## src/rtl/mips_multicycle_ctrl.sv

```systemverilog
// Multicycle MIPS control FSM. It sequences fetch, decode, execute, memory
// and writeback over one shared ALU and one unified memory port. It also
// handles the memory-ready handshake with a wait timeout, optional bne
// decoding, and illegal-opcode and instruction-done reporting.
module mips_multicycle_ctrl #(
  parameter int OPCODE_W    = 6,
  parameter int EN_BNE      = 1,
  parameter int MEM_TIMEOUT = 16,
  parameter int CNT_W       = 5
) (
  input  logic                clk,
  input  logic                rst_n,
  input  logic [OPCODE_W-1:0] opcode,
  input  logic                mem_ready,
  output logic                mem_req,
  output logic                iord,
  output logic                memwrite,
  output logic                irwrite,
  output logic                pcwrite,
  output logic                branch,
  output logic                branch_ne,
  output logic                regwrite,
  output logic                regdst,
  output logic                memtoreg,
  output logic                alusrca,
  output logic [1:0]          alusrcb,
  output logic [1:0]          pcsrc,
  output logic [1:0]          aluop,
  output logic                instr_done,
  output logic                illegal_op,
  output logic                bus_error
);

  typedef enum logic [3:0] {
    S_IDLE, S_FETCH, S_DECODE, S_MEMADR, S_MEMRD, S_MEMWB, S_MEMWR,
    S_EXECUTE, S_ALUWB, S_ADDIEX, S_ADDIWB, S_BRANCH, S_JUMP, S_ERROR
  } state_e;

  localparam logic [OPCODE_W-1:0] OP_LW    = OPCODE_W'(6'b100011);
  localparam logic [OPCODE_W-1:0] OP_SW    = OPCODE_W'(6'b101011);
  localparam logic [OPCODE_W-1:0] OP_RTYPE = OPCODE_W'(6'b000000);
  localparam logic [OPCODE_W-1:0] OP_ADDI  = OPCODE_W'(6'b001000);
  localparam logic [OPCODE_W-1:0] OP_BEQ   = OPCODE_W'(6'b000100);
  localparam logic [OPCODE_W-1:0] OP_BNE   = OPCODE_W'(6'b000101);
  localparam logic [OPCODE_W-1:0] OP_J     = OPCODE_W'(6'b000010);

  localparam bit               TIMEOUT_EN = (MEM_TIMEOUT > 0);
  localparam logic [CNT_W-1:0] CNT_LAST   = CNT_W'(MEM_TIMEOUT - 1);
  localparam bit               BNE_EN     = (EN_BNE != 0);

  state_e           state_q, state_d;
  logic [CNT_W-1:0] wait_cnt_q, wait_cnt_d;
  logic [CNT_W-1:0] wait_cnt_inc;
  logic             timeout_hit;

  // Saturating wait-counter increment and the timeout condition.
  // A timeout fires only while mem_ready is low, so a completing access wins.
  always_comb begin
    wait_cnt_inc = (wait_cnt_q == '1) ? wait_cnt_q : wait_cnt_q + 1'b1;
    timeout_hit  = TIMEOUT_EN && (wait_cnt_q == CNT_LAST);
  end

  // State and wait-counter registers; reset returns the FSM to IDLE.
  always_ff @(posedge clk or negedge rst_n) begin
    if (!rst_n) begin
      state_q    <= S_IDLE;
      wait_cnt_q <= '0;
    end else begin
      // NOTE: Non-blocking assignments let every flop sample the values from
      // before this edge, so the order of the statements does not matter.
      state_q    <= state_d;
      wait_cnt_q <= wait_cnt_d;
    end
  end

  // Next-state logic and Moore outputs, decoded from the current state.
  always_comb begin
    // NOTE: Every signal gets a default before the case statement, so no
    // path can leave a value unassigned and create a latch.
    state_d    = state_q;
    wait_cnt_d = '0;
    mem_req    = 1'b0;
    iord       = 1'b0;
    memwrite   = 1'b0;
    irwrite    = 1'b0;
    pcwrite    = 1'b0;
    branch     = 1'b0;
    branch_ne  = 1'b0;
    regwrite   = 1'b0;
    regdst     = 1'b0;
    memtoreg   = 1'b0;
    alusrca    = 1'b0;
    alusrcb    = 2'b00;
    pcsrc      = 2'b00;
    aluop      = 2'b00;
    instr_done = 1'b0;
    illegal_op = 1'b0;
    bus_error  = 1'b0;

    unique case (state_q)
      S_IDLE: state_d = S_FETCH;

      S_FETCH: begin
        mem_req = 1'b1;
        alusrcb = 2'b01;
        irwrite = mem_ready;
        pcwrite = mem_ready;
        if (mem_ready)        state_d = S_DECODE;
        else if (timeout_hit) state_d = S_ERROR;
        else                  wait_cnt_d = wait_cnt_inc;
      end

      S_DECODE: begin
        alusrcb = 2'b11;
        if (opcode == OP_LW || opcode == OP_SW) state_d = S_MEMADR;
        else if (opcode == OP_RTYPE)            state_d = S_EXECUTE;
        else if (opcode == OP_ADDI)             state_d = S_ADDIEX;
        else if (opcode == OP_BEQ)              state_d = S_BRANCH;
        else if (opcode == OP_BNE && BNE_EN)    state_d = S_BRANCH;
        else if (opcode == OP_J)                state_d = S_JUMP;
        else begin
          illegal_op = 1'b1;
          state_d    = S_FETCH;
        end
      end

      S_MEMADR: begin
        alusrca = 1'b1;
        alusrcb = 2'b10;
        state_d = (opcode == OP_SW) ? S_MEMWR : S_MEMRD;
      end

      S_MEMRD: begin
        mem_req = 1'b1;
        iord    = 1'b1;
        if (mem_ready)        state_d = S_MEMWB;
        else if (timeout_hit) state_d = S_ERROR;
        else                  wait_cnt_d = wait_cnt_inc;
      end

      S_MEMWB: begin
        regwrite   = 1'b1;
        memtoreg   = 1'b1;
        instr_done = 1'b1;
        state_d    = S_FETCH;
      end

      S_MEMWR: begin
        mem_req    = 1'b1;
        iord       = 1'b1;
        memwrite   = 1'b1;
        instr_done = mem_ready;
        if (mem_ready)        state_d = S_FETCH;
        else if (timeout_hit) state_d = S_ERROR;
        else                  wait_cnt_d = wait_cnt_inc;
      end

      S_EXECUTE: begin
        alusrca = 1'b1;
        aluop   = 2'b10;
        state_d = S_ALUWB;
      end

      S_ALUWB: begin
        regwrite   = 1'b1;
        regdst     = 1'b1;
        instr_done = 1'b1;
        state_d    = S_FETCH;
      end

      S_ADDIEX: begin
        alusrca = 1'b1;
        alusrcb = 2'b10;
        state_d = S_ADDIWB;
      end

      S_ADDIWB: begin
        regwrite   = 1'b1;
        instr_done = 1'b1;
        state_d    = S_FETCH;
      end

      S_BRANCH: begin
        alusrca    = 1'b1;
        aluop      = 2'b01;
        pcsrc      = 2'b01;
        branch     = (opcode == OP_BEQ);
        branch_ne  = BNE_EN && (opcode == OP_BNE);
        instr_done = 1'b1;
        state_d    = S_FETCH;
      end

      S_JUMP: begin
        pcsrc      = 2'b10;
        pcwrite    = 1'b1;
        instr_done = 1'b1;
        state_d    = S_FETCH;
      end

      S_ERROR: bus_error = 1'b1;

      default: state_d = S_IDLE;
    endcase
  end

endmodule

```

## config.mk

```make
export PLATFORM = sky130hd
export DESIGN_NAME = mips_multicycle_ctrl
export DESIGN_NICKNAME = d
export VERILOG_FILES = /design/src/rtl/mips_multicycle_ctrl.sv
export SDC_FILE = /design/constraint.sdc
export NUM_CORES = 1
export LEC_CHECK = 0
export BUFFER_PORTS_ARGS = -buffer_cell sky130_fd_sc_hd__buf_2
export CAP_MARGIN = 10
export CORE_MARGIN = 5
export CORE_UTILIZATION = 52
export CTS_CLUSTER_DIAMETER = 150
export DETAILED_ROUTE_END_ITERATION = 12
export PLACE_DENSITY = 0.84
export SLEW_MARGIN = 30
export SYNTH_ARGS = -nofsm -noshare
export SYNTH_HDL_FRONTEND = slang
export SYNTH_SLANG_ARGS = --single-unit
```

## constraint.sdc

```tcl
create_clock -name clk -period 4.7 [get_ports clk]
set_input_delay 1.41 -clock clk [delete_from_list [all_inputs] [get_ports clk]]
set_output_delay 1.41 -clock clk [all_outputs]
set_load 0.005 [all_outputs]
```

==> reports/qor.csv, run 1 <==
stage,metric,value,unit
run_status,status,"finished, final reports clean",
route,DR iter-0 viols,12,
place,Routability Congestion,0.801,
pwr,Peak VDD IR,0.000234,V
route,drt wl/cell,12.9,um
critical_path,Worst Path Required,3.29,ns
sta,RSZ-0062 raised after global routing,no,
final_layout,Layout Cells excl Fill,149,
floorplanning,core box area,1490,um^2
sta,maximum clock rate,0.259,GHz
sta,Final Hold Viols,0,
final_layout,area grow syn2layout,19.0,%
final_layout,Final Instance Area,957,um^2
clock_network,Root Driver,clkbuf_4,
yosys,Post-Syn Nets,116,
pwr,Leak Pwr,0.461,nW
final_layout,fill count,143,
yosys,Synth Warn #,0,
route,DRC Markers,0,
route,drt via density,5.66,
sta,minimum clock period after layout,3.86,ns
final_layout,nets,144,
sta,worst setup margin,0.840,ns
clock_network,clock transition at the registers of the reported paths,0.06,ns
min_path,type of the tightest min-delay check,reg2reg,
global_routing,largest net degree at the start of global routing,15,
final_layout,diode count,0,
pwr,pwr dens,467,nW/um^2
yosys,Mapped Cells,106,
route,DRT Pass-1 Iters,4,
route,remaining antenna violation count,0,
sta,period utilization,82.1,%
place,Placed Instance Area,931,um^2
sta,Final setup viols,0,
critical_path,Worst setup EP type,output pin,
global_routing,initial antenna violation count,0,
clock_network,CTS Buf Count,3,
floorplanning,Starting Density,54.0,%
critical_path,Setup CP Type,in2out,
yosys,Yosys reg bits,9,
final_layout,most frequent cells in the layout,"buf_2, nor2_1, nand2_1, dfrtp_1, a21oi_1",
floorplanning,Die X-Extent,49.3,um
clock_network,Longest Clk Path Bufs,2,
sta,Slew @ Worst Pin,0.491,ns
yosys,post-synthesis sequential area ratio,28.0,%
place,post-DP HPWL,1540,um
sta,setup TNS,0,ns
job,Max-cap violations,0,
final_layout,ratio of cells with drive above 1 in the final layout,27.8,%
global_routing,vias in the first global route,773,
place,Port Buffers,28,
floorplanning,Total Die Area,2430,um^2
clock_network,post-cts gate resize count,0,
clock_network,Setup Buffers After CTS,0,
critical_path,Critical Path AT,2.45,ns
yosys,synthesized area per cell,7.59,um^2
clock_network,CTS tree,done,
floorplanning,die height,49.3,um
place,pre-CTS WS,0.845,ns
final_layout,"commonest non-fill, non-tap cell in the layout",buf_2,
critical_path,Crit Path Max Fanout,5,
yosys,Mapped Area,805,um^2
route,total wire length,1930,um
global_routing,first-pass GRT wire length,3380,um
clock_network,cts hold-fix bufs,0,
global_routing,GRT overflow,0,
global_routing,GRT Resource Usage Total,17.0,%
yosys,post-synth cell types,41,
sta,Pins Over Slew Limit,0,
sta,clock skew,0.00250,ns
clock_network,clk_lat worst skew,0.27,ns
floorplanning,IO Pins,29,
sta,relative slew slack,66.8,%
route,vias post-DR,844,
clock_network,# clock sinks,9,
clock_network,depth of the CTS H-tree,1,
place,Cells after DPL,145,
critical_path,CP Launch Type,input pin,
floorplanning,number of cell rows,14,
-- cell families after synthesis --
group           share of synthesized area, %
simple gates                            35.9
compound gates                          24.0
buf+inv                                 7.00
flops                                   28.0
mux                                     2.49
xor+xnor                                1.09
fa+ha+maj                               1.55
-- critical path, cell delays in order --
cell	delay, ns
buf_2	0.12
nor2_1	0.09
nor4b_1	0.43
a21oi_1	0.11
nor3b_1	0.16
buf_2	0.13
-- cell type report --
type,instances,area [um^2],area share [%]
Clock buffer,4,26.3,2.75
Tap cell,16,20.0,2.09
Inverter,6,22.5,2.35
Multi-Input combinational cell,86,523,54.6
Sequential cell,9,225,23.5
Timing Repair Buffer,28,140,14.6
-- worst paths after layout --
path,start,endpoint,slack [ns],cells past startpoint
min in group asynchronous,rst_n,wait_cnt_q[1],0.98,1
worst max-delay path,opcode[5],illegal_op,0.84,6
worst min-delay path,wait_cnt_q[0],wait_cnt_q[0],0.55,1
worst max register to register,wait_cnt_q[0],state_q[0],3.12,4
max in group asynchronous,rst_n,state_q[2],3.54,1
worst min register to register,wait_cnt_q[0],wait_cnt_q[0],0.55,1
-- registers in the layout, indices dropped and copies added (netlist names) --
signal	flops
state_q	4
wait_cnt_q	5
-- cells in the mapped netlist, drive strengths merged --
library cell | n | area share, %
xor2 | 1 | 1.1
nor2b | 3 | 2.3
a2111oi | 2 | 3.0
o21ai | 6 | 3.7
a31oi | 1 | 0.78
or4 | 1 | 0.93
nor2 | 16 | 8.1
a211oi | 2 | 2.5
nor3b | 2 | 1.9
o22ai | 1 | 0.78
or2 | 2 | 1.6
a211o | 1 | 1.1
o221ai | 1 | 1.1
buf | 5 | 4.2
nor4 | 2 | 1.6
o22a | 1 | 1.1
o211ai | 2 | 1.9
nor4b | 1 | 1.1
inv | 6 | 2.8
nand4 | 1 | 0.78
o21bai | 1 | 0.93
nand2b | 4 | 4.0
nand2 | 9 | 4.2
mux2i | 2 | 2.5
dfrtp | 9 | 28
nand3 | 4 | 2.5
a22oi | 1 | 0.93
nor3 | 6 | 3.7
a21boi | 1 | 0.93
ha | 1 | 1.6
or4b | 1 | 1.7
a21oi | 7 | 4.4
o21a | 1 | 0.93
and3 | 2 | 1.6
-- stage by stage --
step                      power (mW)  utilization (%)  hold slack, ns
after global routing           0.495             64.3           0.573
after detailed placement       0.387             62.5           0.552
final                          0.447             64.3           0.552
after floorplan                0.313                -           0.483
after global placement         0.381             62.5           0.499
after CTS                      0.449             64.3           0.561
-- metal layers --
| layer | vias up | global-route usage [%] | wire length (um) |
|---|---|---|---|
| met5 | - | 0 | 0 |
| met4 | 0 | 6.73 | 21 |
| met3 | 4 | 3.06 | 118 |
| met2 | 25 | 27.5 | 925 |
| met1 | 377 | 22.1 | 860 |
| li1 | 438 | - | - |
-- report_power, final --
| group | internal (mW) | switching (mW) | leakage, nW | total [mW] |
|---|---|---|---|---|
| Combinational | 0.115 | 0.121 | 0.326 | 0.236 |
| Clock | 0.0329 | 0.0299 | 0.0150 | 0.0627 |
| Sequential | 0.0968 | 0.0510 | 0.120 | 0.148 |
| Total | 0.245 | 0.202 | 0.461 | 0.447 |
No activity file was read; power rests on OpenSTA's default activity.
==> inputs of run 2 (changes only) <==
- ABC_AREA: default -> 1
- CORE_ASPECT_RATIO: default -> 1.2
- CORE_UTILIZATION: 52 -> 44
- PLACE_DENSITY: 0.84 -> 0.76
- clock period: 4.7 -> 3.3 ns (I/O delays scaled with it)
==> run 2 against run 1 <==
Against the previous run: routed wire length rose by 16%; critical path depth unchanged; first-iteration DRC count grew 100%; sequential power rose by 21%; largest cell class unchanged; largest power group unchanged; highest routed layer unchanged.
==> reports/qor.csv, run 2 <==
stage,metric,value,unit,change
place,post-DP HPWL,1930,um,+25%
route,DRC Markers,0,,unchanged
global_routing,largest net degree at the start of global routing,10,,-5
min_path,type of the tightest min-delay check,reg2reg,,
yosys,post-synth top area cell,dfrtp_1,,
sta,hold_ws,0.561,ns,+0.00919 ns
sta,period utilization,84.3,%,
final_layout,"commonest non-fill, non-tap cell in the layout",nand2_1,,
min_path,worst hold path depth,2,,+1
run_status,status,"finished, final reports clean",,
critical_path,Critical Path AT,1.79,ns,-0.66 ns
pwr,Peak VDD IR,0.000407,V,+74%
floorplanning,IO Pins,29,,unchanged
final_layout,fill count,206,,+44%
sta,Final setup viols,0,,unchanged
final_layout,Final Instance Area,998,um^2,+4.3%
yosys,Synth top area share,27.6,%,-0.39 points
place,Port Buffers,28,,unchanged
critical_path,CP Launch Type,input pin,,
route,drt wl/cell,11.6,um,-11%
job,Max-cap violations,0,,unchanged
clock_network,Root Driver,clkbuf_4,,
yosys,Synth Warn #,0,,unchanged
clock_network,cts hold-fix bufs,0,,unchanged
clock_network,# clock sinks,9,,unchanged
route,DRT Pass-1 Iters,4,,unchanged
pwr,pwr dens,662,nW/um^2,+42%
pwr,Leak Pwr,0.677,nW,+47%
route,remaining antenna violation count,0,,unchanged
critical_path,R2R Path End,state_q[3],,
critical_path,Worst setup EP type,output pin,,
clock_network,CTS Buf Count,3,,unchanged
critical_path,r2r startpoint,state_q[3],,
floorplanning,die height,57.2,um,+16%
place,Routability Congestion,0.892,,+11%
final_layout,ratio of cells with drive above 1 in the final layout,23.0,%,-4.8 points
clock_network,clk_lat worst skew,0.25,ns,-0.02 ns
place,Placed Instance Area,972,um^2,+4.4%
route,DR iter-0 viols,24,,+12
sta,Slew @ Worst Pin,0.265,ns,-0.226 ns
route,vias post-DR,983,,+16%
sta,RSZ-0062 raised after global routing,no,,
sta,clock skew,0.000704,ns,-0.00179 ns
final_layout,nets,185,,+28%
route,met2 WL post-DR,1190,um,+29%
route,Post-Route M1 WL,877,um,+2.0%
yosys,post-synthesis sequential area ratio,27.6,%,-0.39 points
place,pre-CTS WS,0.528,ns,-0.317 ns
critical_path,Setup CP Type,in2out,,
final_layout,area grow syn2layout,22.4,%,
yosys,number of synthesized flops with an enable pin,0,,unchanged
yosys,main area contributors after synthesis,"dfrtp_1, nand2_1, inv_1, nor2_1, nand3_1",,
pwr,internal power,0.335,mW,+37%
floorplanning,Total Die Area,2820,um^2,+16%
final_layout,Multi-input gate area,485,um^2,-7.2%
yosys,"count leader, synth",nand2_1,,
final_layout,Biggest register,wait_cnt_q,,
pwr,Sw Pwr,0.326,mW,+61%
sta,Pins Over Slew Limit,0,,unchanged
pwr,clock power share,12.3,%,-1.7 points
pwr,sequential group share of total power,27.1,%,-6.0 points
pwr,Comb pwr share,60.6,%,+7.7 points
floorplanning,core box area,1810,um^2,+21%
clock_network,CTS tree,done,,
min_path,Hold EP,wait_cnt_q[1],,
final_layout,most frequent cells in the layout,"nand2_1, buf_2, inv_1",,
yosys,Post-Syn Nets,153,,+32%
yosys,Mapped Area,816,um^2,+1.4%
global_routing,initial antenna violation count,0,,unchanged
pwr,sw frac,49.3,%,+4.1 points
final_layout,Reg area,225,um^2,unchanged
final_layout,max reg flops,5,,unchanged
yosys,synthesized area per cell,5.70,um^2,-25%
yosys,fraction of registers with async set/reset,100,%,unchanged
route,max layer used,met4,,
global_routing,GRT Resource Usage Total,16.5,%,-0.54 points
floorplanning,Starting Density,45.1,%,-8.9 points
final_layout,diode count,0,,unchanged
place,Cells after DPL,189,,+30%
global_routing,first-pass GRT wire length,3770,um,+11%
yosys,Mapped Cells,143,,+35%
clock_network,clock transition at the registers of the reported paths,0.06,ns,about the same
route,drt via density,5.09,,-10%
sta,minimum clock period after layout,2.78,ns,
floorplanning,number of cell rows,17,,+3
sta,relative slew slack,82.3,%,+16 points
critical_path,Crit Path Max Fanout,4,,-1
critical_path,Worst Path Required,2.31,ns,-0.98 ns
final_layout,Layout Cells excl Fill,193,,+30%
global_routing,GRT overflow,0,,unchanged
critical_path,Worst R2R Path Depth,7,,+3
sta,Final Hold Viols,0,,unchanged
sta,maximum clock rate,0.359,GHz,
sta,setup TNS,0,ns,unchanged
clock_network,depth of the CTS H-tree,1,,unchanged
sta,worst setup margin,0.518,ns,-0.322 ns
route,total wire length,2230,um,+16%
pwr,overall power,0.661,mW,+48%
min_path,Hold Crit Start,wait_cnt_q[1],,
final_layout,fin util,55.2,%,-9.1 points
clock_network,post-cts gate resize count,0,,unchanged
yosys,Synth Flop Type,dfrtp_1,,
global_routing,vias in the first global route,954,,+23%
yosys,Yosys reg bits,9,,unchanged
clock_network,Longest Clk Path Bufs,2,,unchanged
route,met3 wire len,118,um,unchanged
clock_network,Setup Buffers After CTS,0,,unchanged
critical_path,R2R Setup Slk,1.90,ns,-1.22 ns
floorplanning,Die X-Extent,49.3,um,about the same
yosys,Post-synth top cells,"nand2_1, inv_1, nor2_1",,
yosys,post-synth cell types,17,,-59%
final_layout,biggest regs,"wait_cnt_q (5), state_q (4)",,
## run 2: layout make-up
| cell class | count | area share (%) |
|---|---|---|
| multi-input combinational | 107 | 48.6 |
| sequential | 9 | 22.6 |
| clock buffer | 4 | 2.63 |
| tap | 19 | 2.38 |
| timing repair buffer | 28 | 14.0 |
| inverter | 26 | 9.77 |
## run 2: worst max path at each step
stage	startpoint	end	slack (ns)	cells past startpoint
5_1_grt	opcode[5]	illegal_op	0.48	6
4_1_cts	opcode[5]	illegal_op	0.53	6
6_report	opcode[5]	illegal_op	0.52	6
2_1_floorplan	opcode[5]	branch_ne	0.83	3
3_5_place_dp	opcode[5]	illegal_op	0.53	6
3_3_place_gp	opcode[5]	illegal_op	0.58	6
## run 2: kinds of logic after synthesis
logic type               after synthesis  synth area share [%]
buffers and inverters                 27                  12.9
AO/OA/AOI/OAI                          8                  5.37
adder cells (fa/ha/maj)                1                  1.53
flip-flops                             9                  27.6
XOR/XNOR                               1                  1.07
AND/OR/NAND/NOR                       97                  51.5
## run 2: critical path, stage by stage
cell and delay (ns):
buf_2 0.11, nor2_1 0.22, nand3_1 0.17, nand3_1 0.13
nor3_1 0.05, buf_2 0.12
## run 2: metal layers
layer | GRT usage, % | vias up
met4 | 8.85 | 0
met2 | 31.3 | 28
met3 | 2.61 | 4
met5 | 0 | -
met1 | 16.7 | 449
li1 | - | 502
## run 2: power groups by stage
stage                     clock network (mW)  registers (mW)  logic [mW]
after floorplan                            0           0.171       0.267
after global placement                     0           0.179       0.394
after detailed placement                   0           0.182       0.402
after CTS                             0.0846           0.180       0.403
after global routing                  0.0949           0.185       0.460
final                                 0.0810           0.179       0.401
